[config.mk]
export PLATFORM = sky130hd
export DESIGN_NAME = uart_apb_tx_sequencer
export DESIGN_NICKNAME = d
export VERILOG_FILES = /design/src/rtl/uart_apb_tx_sequencer.sv
export SDC_FILE = /design/constraint.sdc
export NUM_CORES = 1
export LEC_CHECK = 0
export ABC_AREA = 1
export CORE_AREA = 2 2 90 126
export DETAILED_ROUTE_END_ITERATION = 12
export DIE_AREA = 0 0 92 128
export PLACE_DENSITY = 0.9
export SLEW_MARGIN = 20
export SYNTH_ARGS = -nofsm -noshare
export SYNTH_HDL_FRONTEND = slang
export SYNTH_SLANG_ARGS = --single-unit
[constraint.sdc]
create_clock -name PCLK -period 2.4 [get_ports PCLK]
set_clock_uncertainty 0.05 [all_clocks]
set_input_delay 0.72 -clock PCLK [delete_from_list [all_inputs] [get_ports PCLK]]
set_output_delay 0.72 -clock PCLK [all_outputs]
set_load 0.01 [all_outputs]
[src/rtl/uart_apb_tx_sequencer.sv]
// APB master draining a byte FIFO into the UART APB slave, one write per byte,
// using PREADY (TXIF) as completion and owning the slave's uart_control word.
module uart_apb_tx_sequencer #(
   parameter int          DEPTH     = 8,
   parameter logic [31:0] UART_ADDR = 32'h0000_0000,
   parameter logic [7:0]  CTRL_INIT = 8'h27,
   parameter int          TIMEOUT   = 1024
) (
   input  logic                       PCLK,
   input  logic                       PRESETn,
   input  logic                       wr_valid,
   input  logic [7:0]                 wr_data,
   output logic                       wr_ready,
   input  logic                       enable,
   input  logic                       ctrl_we,
   input  logic [7:0]                 ctrl_wdata,
   output logic [7:0]                 uart_control,
   output logic [31:0]                M_PADDR,
   output logic                       M_PSEL,
   output logic                       M_PENABLE,
   output logic                       M_PWRITE,
   output logic [31:0]                M_PWDATA,
   input  logic                       M_PREADY,
   output logic [$clog2(DEPTH):0]     fifo_count,
   output logic                       busy,
   output logic                       tx_done,
   output logic                       timeout_err,
   input  logic                       clr_err
);

   localparam int AW = $clog2(DEPTH);
   localparam int CW = AW + 1;
   localparam int TW = $clog2(TIMEOUT) + 1;
   localparam logic [TW-1:0] T_LAST = TW'(TIMEOUT - 1);

   typedef enum logic [1:0] {IDLE, SETUP, ACCESS} state_t;

   state_t          state;
   logic [7:0]      mem [DEPTH];
   logic [AW-1:0]   wr_ptr, rd_ptr;
   logic [TW-1:0]   tcnt;
   logic            ctrl_pend;
   logic [7:0]      ctrl_pend_val;
   logic            push, pop, abort;

   assign wr_ready = (fifo_count != CW'(DEPTH));
   assign busy     = (state != IDLE);
   assign push     = wr_valid & wr_ready;
   assign pop      = (state == IDLE) & enable & (fifo_count != '0);
   assign abort    = (state == ACCESS) & ~M_PREADY & (tcnt == T_LAST);

   // FIFO storage carries data only; validity is tracked by the pointers/count
   always_ff @(posedge PCLK) begin
      if (push) mem[wr_ptr] <= wr_data;
   end

   always_ff @(posedge PCLK or negedge PRESETn) begin
      if (!PRESETn) begin
         wr_ptr     <= '0;
         rd_ptr     <= '0;
         fifo_count <= '0;
      end else begin
         if (push) wr_ptr <= wr_ptr + 1'b1;
         if (pop)  rd_ptr <= rd_ptr + 1'b1;
         case ({push, pop})
            2'b10:   fifo_count <= fifo_count + 1'b1;
            2'b01:   fifo_count <= fifo_count - 1'b1;
            default: fifo_count <= fifo_count;
         endcase
      end
   end

   always_ff @(posedge PCLK or negedge PRESETn) begin
      if (!PRESETn) begin
         state     <= IDLE;
         M_PSEL    <= 1'b0;
         M_PENABLE <= 1'b0;
         M_PWRITE  <= 1'b0;
         M_PADDR   <= '0;
         M_PWDATA  <= '0;
         tcnt      <= '0;
         tx_done   <= 1'b0;
      end else begin
         tx_done <= 1'b0;
         case (state)
            IDLE: begin
               if (pop) begin
                  state    <= SETUP;
                  M_PSEL   <= 1'b1;
                  M_PWRITE <= 1'b1;
                  M_PADDR  <= UART_ADDR;
                  M_PWDATA <= {24'h0, mem[rd_ptr]};
                  tcnt     <= '0;
               end
            end
            SETUP: begin
               state     <= ACCESS;
               M_PENABLE <= 1'b1;
            end
            ACCESS: begin
               // completion and abort both end the transfer; only completion reports tx_done
               if (M_PREADY || abort) begin
                  state     <= IDLE;
                  M_PSEL    <= 1'b0;
                  M_PENABLE <= 1'b0;
                  M_PWRITE  <= 1'b0;
                  tx_done   <= M_PREADY;
               end else begin
                  tcnt <= tcnt + 1'b1;
               end
            end
            default: state <= IDLE;
         endcase
      end
   end

   always_ff @(posedge PCLK or negedge PRESETn) begin
      if (!PRESETn) begin
         timeout_err <= 1'b0;
      end else if (abort) begin
         timeout_err <= 1'b1;
      end else if (clr_err) begin
         timeout_err <= 1'b0;
      end
   end

   // config writes during a transfer are parked and applied once the FSM is idle
   always_ff @(posedge PCLK or negedge PRESETn) begin
      if (!PRESETn) begin
         uart_control  <= CTRL_INIT;
         ctrl_pend     <= 1'b0;
         ctrl_pend_val <= '0;
      end else if (state == IDLE) begin
         ctrl_pend <= 1'b0;
         if (ctrl_we)        uart_control <= ctrl_wdata;
         else if (ctrl_pend) uart_control <= ctrl_pend_val;
      end else if (ctrl_we) begin
         ctrl_pend     <= 1'b1;
         ctrl_pend_val <= ctrl_wdata;
      end
   end

endmodule

==> results of run 1 <==
[how the worst max path moves through the flow]
stage                     from  slack [ps]  cells after the start               to
2_1_floorplan           enable         150                     11    fifo_count[2]
3_3_place_gp            enable        -120                     10    fifo_count[2]
3_5_place_dp            enable        -310                     10    fifo_count[2]
4_1_cts               state[1]          10                      3             busy
5_1_grt                 enable          -4                     11    fifo_count[2]
6_report       uart_control[5]         150                      1  uart_control[5]
[flip-flops by register name, summed over array words and instances (netlist names)]
signal,flops
tx_done,1
wr_ptr,3
M_PWDATA,8
tcnt,11
M_PENABLE,1
uart_control,8
timeout_err,1
mem,64
M_PWRITE,1
ctrl_pend,1
state,2
rd_ptr,3
fifo_count,4
ctrl_pend_val,8
[through the flow]
step	worst slack, ps	power [uW]
after detailed placement	-308	5520
after floorplan	150	4620
after global placement	-116	5360
after global routing	-3.60	8750
after CTS	13.6	8260
final	145	8260
[final cells by class]
class	count	area, um^2	share of cell area
Sequential cell	116	3230	0.490
Multi-Input combinational cell	373	1790	0.272
Timing Repair Buffer	67	638	0.0969
Clock buffer	19	433	0.0657
Clock inverter	13	205	0.0311
Tap cell	141	176	0.0268
Inverter	31	116	0.0177
[kinds of logic (layout without fill, tap and decap cells)]
group                      count (synthesis)  count (layout)  synth area share
xor gates and xnor gates                   6               6           0.00967
other                                      1              56          0.000690
AOI/OAI and AO/OA                         61              61            0.0677
muxes                                      9               9            0.0184
DFF                                      116             116             0.594
and+or+nand+nor                          235             235             0.180
adders and majority gates                  6               6            0.0138
buffers and inverters                    104             130             0.116
[cells in the final DEF (no fill, tap or decap), types with 3 or more instances in the layout]
cell / n
a31oi_1: 10
nand2_1: 95
nor2_2: 3
nor2_1: 85
edfxtp_1: 64
clkbuf_16: 17
nand3_1: 36
inv_2: 3
xor2_1: 4
clkdlybuf4s50_1: 46
dfrtp_1: 48
clkinv_1: 3
nand4_1: 5
ha_1: 6
o21ai_1: 9
mux2_2: 8
conb_1: 56
inv_1: 26
bufinv_16: 5
o211ai_1: 8
buf_4: 17
o21ai_0: 28
nand2_2: 4
dfstp_2: 4
[power groups by stage]
stage | Combinational, uW | Clock [uW] | Sequential, uW
after floorplan | 1630 | 0 | 2990
after global placement | 2380 | 0 | 2980
after detailed placement | 2510 | 0 | 3010
after CTS | 2560 | 2710 | 2990
after global routing | 2870 | 2820 | 3050
final | 2580 | 2690 | 3000
[layer usage]
| metal | up-vias | track usage |
|---|---|---|
| met1 | 1864 | 0.215 |
| met3 | 30 | 0.0617 |
| met4 | 0 | 0.107 |
| met5 | - | 0 |
| met2 | 177 | 0.364 |
| li1 | 1830 | - |
[repair_timing]
| action | CTS | global route |
|---|---|---|
| gates resized for setup | 1 | 3 |
| hold buffers | 0 | 0 |
| buffers inserted | 0 | 1 |
| setup endpoints to repair | 1 | 3 |
| pin swaps | 1 | 1 |
==> impl_metrics.csv, run 1 <==
group,metric,value,unit
power,p_leak,0.00281,uW
sta,slew_headroom,0.650,
power,power_frac_comb,0.312,
clock_tree,root_buffer,"clkbuf_16",
power,p_sw_frac,0.326,
critical_path,timing.rr.start,"state[0]",
placed_design,place.gp.congestion,0.903,
synthesis,synthTopCellsByArea,"edfxtp_1, dfrtp_1, buf_4",
layout,fin_nets,635,
clock_tree,cts.path.max_buffers,2,
grt,overflow,0,
power,power_density,1250,nW/um^2
outcome,status,"finished, final reports clean",
critical_path,critPathLaunchType,"flop",
synthesis,netlist_instances,538,
sta,finalHoldViolCount,0,
floorplanning,die_x,92,um
power,clkPwrFrac,0.325,
synthesis,synthArstFlopShare,0.448,
clock_tree,path_clk_slew,50,ps
floorplanning,core-area,10700,um^2
critical_path,crit_arrival,1480,ps
critical_path,crit_type,"flop to output port",
synthesis,synth_area_leader_cell,"edfxtp_1",
routing,drt_iter0_markers,337,
power,pwr-share-seq,0.363,
floorplanning,die-height,128,um
floorplanning,die_area,11800,um^2
sta,maxSlewViolCount,0,
critical_path,end_kind,"output port",
sta,setup_tns,0,ps
synthesis,synth_top_area_frac,0.354,
routing,wl_met3,609,um
power,switchingPower,2700,uW
synthesis,synth_top_flop_cell,"edfxtp_1",
min_path,hold_class,"input pin to asynchronous set/reset pin",
routing,wl,11100,um
synthesis,ys_seq_elements,116,
clock_tree,h-tree-depth,4,
clock_tree,cts_made_buffers,17,
synthesis,seq_area_frac_synth,0.594,
placed_design,place_area,5930,um^2
routing,route.met2.wl,6000,um
routing,drc_errors,0,
critical_path,cp_max_fo,2,
routing,post_drt_wl_per_cell,14.6,um
clock_tree,cts_tree,"done",
synthesis,synth_warnings,0,
routing,via_per_inst,5.13,
routing,drtAntennaViolNets,0,
synthesis,yosysMostFrequentCell,"nand2_1",
routing,top_layer_used,"met4",
layout,final_area,6590,um^2
layout,fillCellCount,802,
power,p_int,5560,uW
routing,dr.pass1.iters,4,
synthesis,synth_area_per_cell,10.1,um^2
synthesis,synth_edf_count,64,
layout,layout-drive-gt1-share,0.123,
sta,setup_violations,0,
layout,final_util,0.616,
sta,rsz0062_at_grt,"yes",
grt,grt_antenna_before_repair,0,
grt,grt_usage,0.204,
synthesis,synthTopCellsByCount,"nand2_1, nor2_1, edfxtp_1, buf_4, dfrtp_1",
clock_tree,clock_sinks,116,
critical_path,r2r_slack,180,ps
grt,grt_pass1_vias,3867,
critical_path,slowest_delay,540,ps
routing,drt-met1-wl,4160,um
layout,n_antenna_cell,0,
layout,syn_to_final_growth,21.2,%
sta,tightest_slew,526,ps
sta,whs,238,ps
run,max_cap_viol_count,0,
critical_path,critPathBufInv,1,
critical_path,crit_required,1630,ps
synthesis,ys_types,34,
synthesis,syn_area,5440,um^2
placed_design,dp_hpwl,7350,um
placed_design,dp.cells,727,
sta,finalCritPeriodShare,0.940,
clock_tree,clk_latency,410,ps
placed_design,io_buffers,49,
critical_path,path_cells,"clkdlybuf4s50_1",
layout,layout.cells.non_filler,760,
floorplanning,num_io_pins,106,
floorplanning,rows,45,
grt,grt_max_degree,53,
sta,fin_crit,2250,ps
critical_path,slowest_stage,"clkdlybuf4s50_1",
power,peakVddDrop,0.000657,V
critical_path,r2r_cells,11,
critical_path,path_delay_family,"buffers and inverters",
grt,grt_pass1_wl,18300,um
critical_path,reg2reg_to,"fifo_count[2]",
sta,maxClockFrequency,443,MHz
routing,vias,3901,
floorplanning,initial_core_util,0.508,
No activity file was read; power rests on OpenSTA's default activity.
==> inputs of run 2 (changes only) <==
--- a/config.mk
+++ b/config.mk
@@ -9,6 +9,7 @@
 export CORE_AREA = 2 2 90 126
 export DETAILED_ROUTE_END_ITERATION = 12
 export DIE_AREA = 0 0 92 128
+export MAX_ROUTING_LAYER = met4
 export PLACE_DENSITY = 0.9
 export SLEW_MARGIN = 20
 export SYNTH_ARGS = -nofsm -noshare
==> run 2 against run 1 <==
  * Sequential power barely moved
  * Core utilization fell by 0.73 points
  * Sequential share of layout area rose by 0.60 points
  * Non-clock buffer count rose by 2
  * Via count rose by 0.31%
  * Worst hold slack got worse by 5.6 ps
  * Highest routed layer unchanged
  * Setup slack got worse by 73 ps
==> impl_metrics.csv, run 2 (synthesis gave the netlist of run 1 again) <==
group,metric,value,unit
routing,via_per_inst,5.14,
sta,maxSlewViolCount,0,
critical_path,timing.rr.start,"state[1]",
clock_tree,cts_tree,"done",
sta,finalCritPeriodShare,0.970,
sta,rsz0062_at_grt,"no",
floorplanning,die_x,92,um
layout,fin_nets,637,
critical_path,r2r_slack,260,ps
routing,drtAntennaViolNets,0,
critical_path,cp_max_fo,3,
layout,final_cell_mix,"nand2_1, nor2_1, edfxtp_1",
power,power_density,1210,nW/um^2
layout,layout-drive-gt1-share,0.123,
floorplanning,rows,45,
power,p_leak,0.00277,uW
layout,n_antenna_cell,0,
clock_tree,path_clk_slew,50,ps
routing,drt_iter0_markers,260,
clock_tree,clk_latency,410,ps
outcome,status,"finished, final reports clean",
placed_design,place.gp.congestion,0.933,
critical_path,r2r_cells,11,
floorplanning,core-area,10700,um^2
power,peakVddDrop,0.000673,V
clock_tree,clock_sinks,116,
clock_tree,root_buffer,"clkbuf_16",
critical_path,end_kind,"output port",
grt,grt_pass1_vias,3947,
sta,tightest_slew,553,ps
run,max_cap_viol_count,0,
layout,largestRegisters,"mem (64), tcnt (11)",
grt,grt_pass1_wl,18700,um
placed_design,dp_hpwl,7540,um
critical_path,crit_type,"flop to output port",
sta,setup_violations,0,
grt,overflow,0,
clock_tree,cts_hold_buf,0,
routing,dr.pass1.iters,5,
grt,use_met3,0.0647,
clock_tree,h-tree-depth,4,
layout,largest_register_ffs,64,
sta,setup_tns,0,ps
min_path,hold_class,"input pin to asynchronous set/reset pin",
clock_tree,cts_made_buffers,17,
routing,vias,3913,
clock_tree,cts.path.max_buffers,2,
critical_path,crit_arrival,1560,ps
sta,maxClockFrequency,430,MHz
grt,grt_usage,0.212,
critical_path,crit_start,"state[1]",
placed_design,pre_cts_ws,-239,ps
routing,drc_errors,0,
layout,final_util,0.609,
floorplanning,die_area,11800,um^2
floorplanning,num_io_pins,106,
routing,wl,11300,um
grt,grtUsageMet1,0.220,
grt,busiest_layer,"met2",
layout,syn_to_final_growth,19.7,%
critical_path,critPathLaunchType,"flop",
sta,slew_headroom,0.632,
placed_design,io_buffers,49,
critical_path,reg2reg_to,"fifo_count[2]",
grt,grt_max_degree,53,
sta,finalHoldViolCount,0,
power,power,7870,uW
grt,grt_antenna_before_repair,0,
critical_path,crit_required,1630,ps
floorplanning,die-height,128,um
layout,top_register,"mem",
sta,fin_crit,2330,ps
layout,final_common_cell,"nand2_1",
sta,setup_ws,71.8,ps
grt,globalRouteMet2Util,0.369,
routing,post_drt_wl_per_cell,14.8,um
floorplanning,initial_core_util,0.508,
[run 2: cell count changes in the layout (fill, tap and decap cells not counted), moves of 2 or more]
cell | before | now
clkbuf_8 | 0 | 4
clkbuf_1 | 2 | 5
buf_4 | 17 | 19
bufinv_16 | 5 | 0
clkinv_4 | 2 | 0
[run 2: worst max-delay path by stage]
stage                     cells after the start  slack [ps]            end
after floorplan                              11         150  fifo_count[2]
after global placement                       11        -110  fifo_count[2]
after detailed placement                     10        -240  fifo_count[2]
after CTS                                     3          10           busy
after global routing                          3          30           busy
final                                         3          70           busy
[run 2: worst max-delay path: stages (launching register included)]
cell and delay, ps:
dfrtp_1 400, nor2_4 180, inv_2 90, clkdlybuf4s50_1 480
[run 2: report_power, final]
part           total, uW  internal [uW]  switching (uW)  leakage [uW]
clock network       2280           1480             800      0.000268
registers           3000           2650             349       0.00122
logic               2590           1100            1500       0.00128
total               7870           5220            2650       0.00277
[run 2: repair_timing]
action                                  CTS  global route
gates resized for setup                   1             3
setup buffers                             0             2
endpoints found under the setup margin    1             3
pin swaps                                 0             1
[run 2: cell type report]
| cell class | count | area (um^2) |
|---|---|---|
| clock inverter | 4 | 22.5 |
| multi-input combinational | 373 | 1790 |
| tap | 141 | 176 |
| timing repair buffer | 69 | 651 |
| inverter | 31 | 116 |
| fill | 859 | 4190 |
| sequential | 116 | 3230 |
| clock buffer | 27 | 524 |
[run 2: per-stage QoR]
step / hold WS, ps / instance area (um^2) / cells
2_1_floorplan: 374 / 5640 / 593
3_3_place_gp: 407 / 5940 / 728
3_5_place_dp: 408 / 5940 / 728
4_1_cts: 254 / 6490 / 759
5_1_grt: 254 / 6510 / 761
6_report: 232 / 6510 / 761
[run 2: layer usage]
| metal | wire, um | vias to the layer above | part of all wire |
|---|---|---|---|
| met5 | 0 | - | 0 |
| met4 | 347 | 0 | 0.031 |
| met3 | 596 | 30 | 0.053 |
| met2 | 6040 | 156 | 0.54 |
| met1 | 4300 | 1901 | 0.38 |
| li1 | - | 1826 | - |
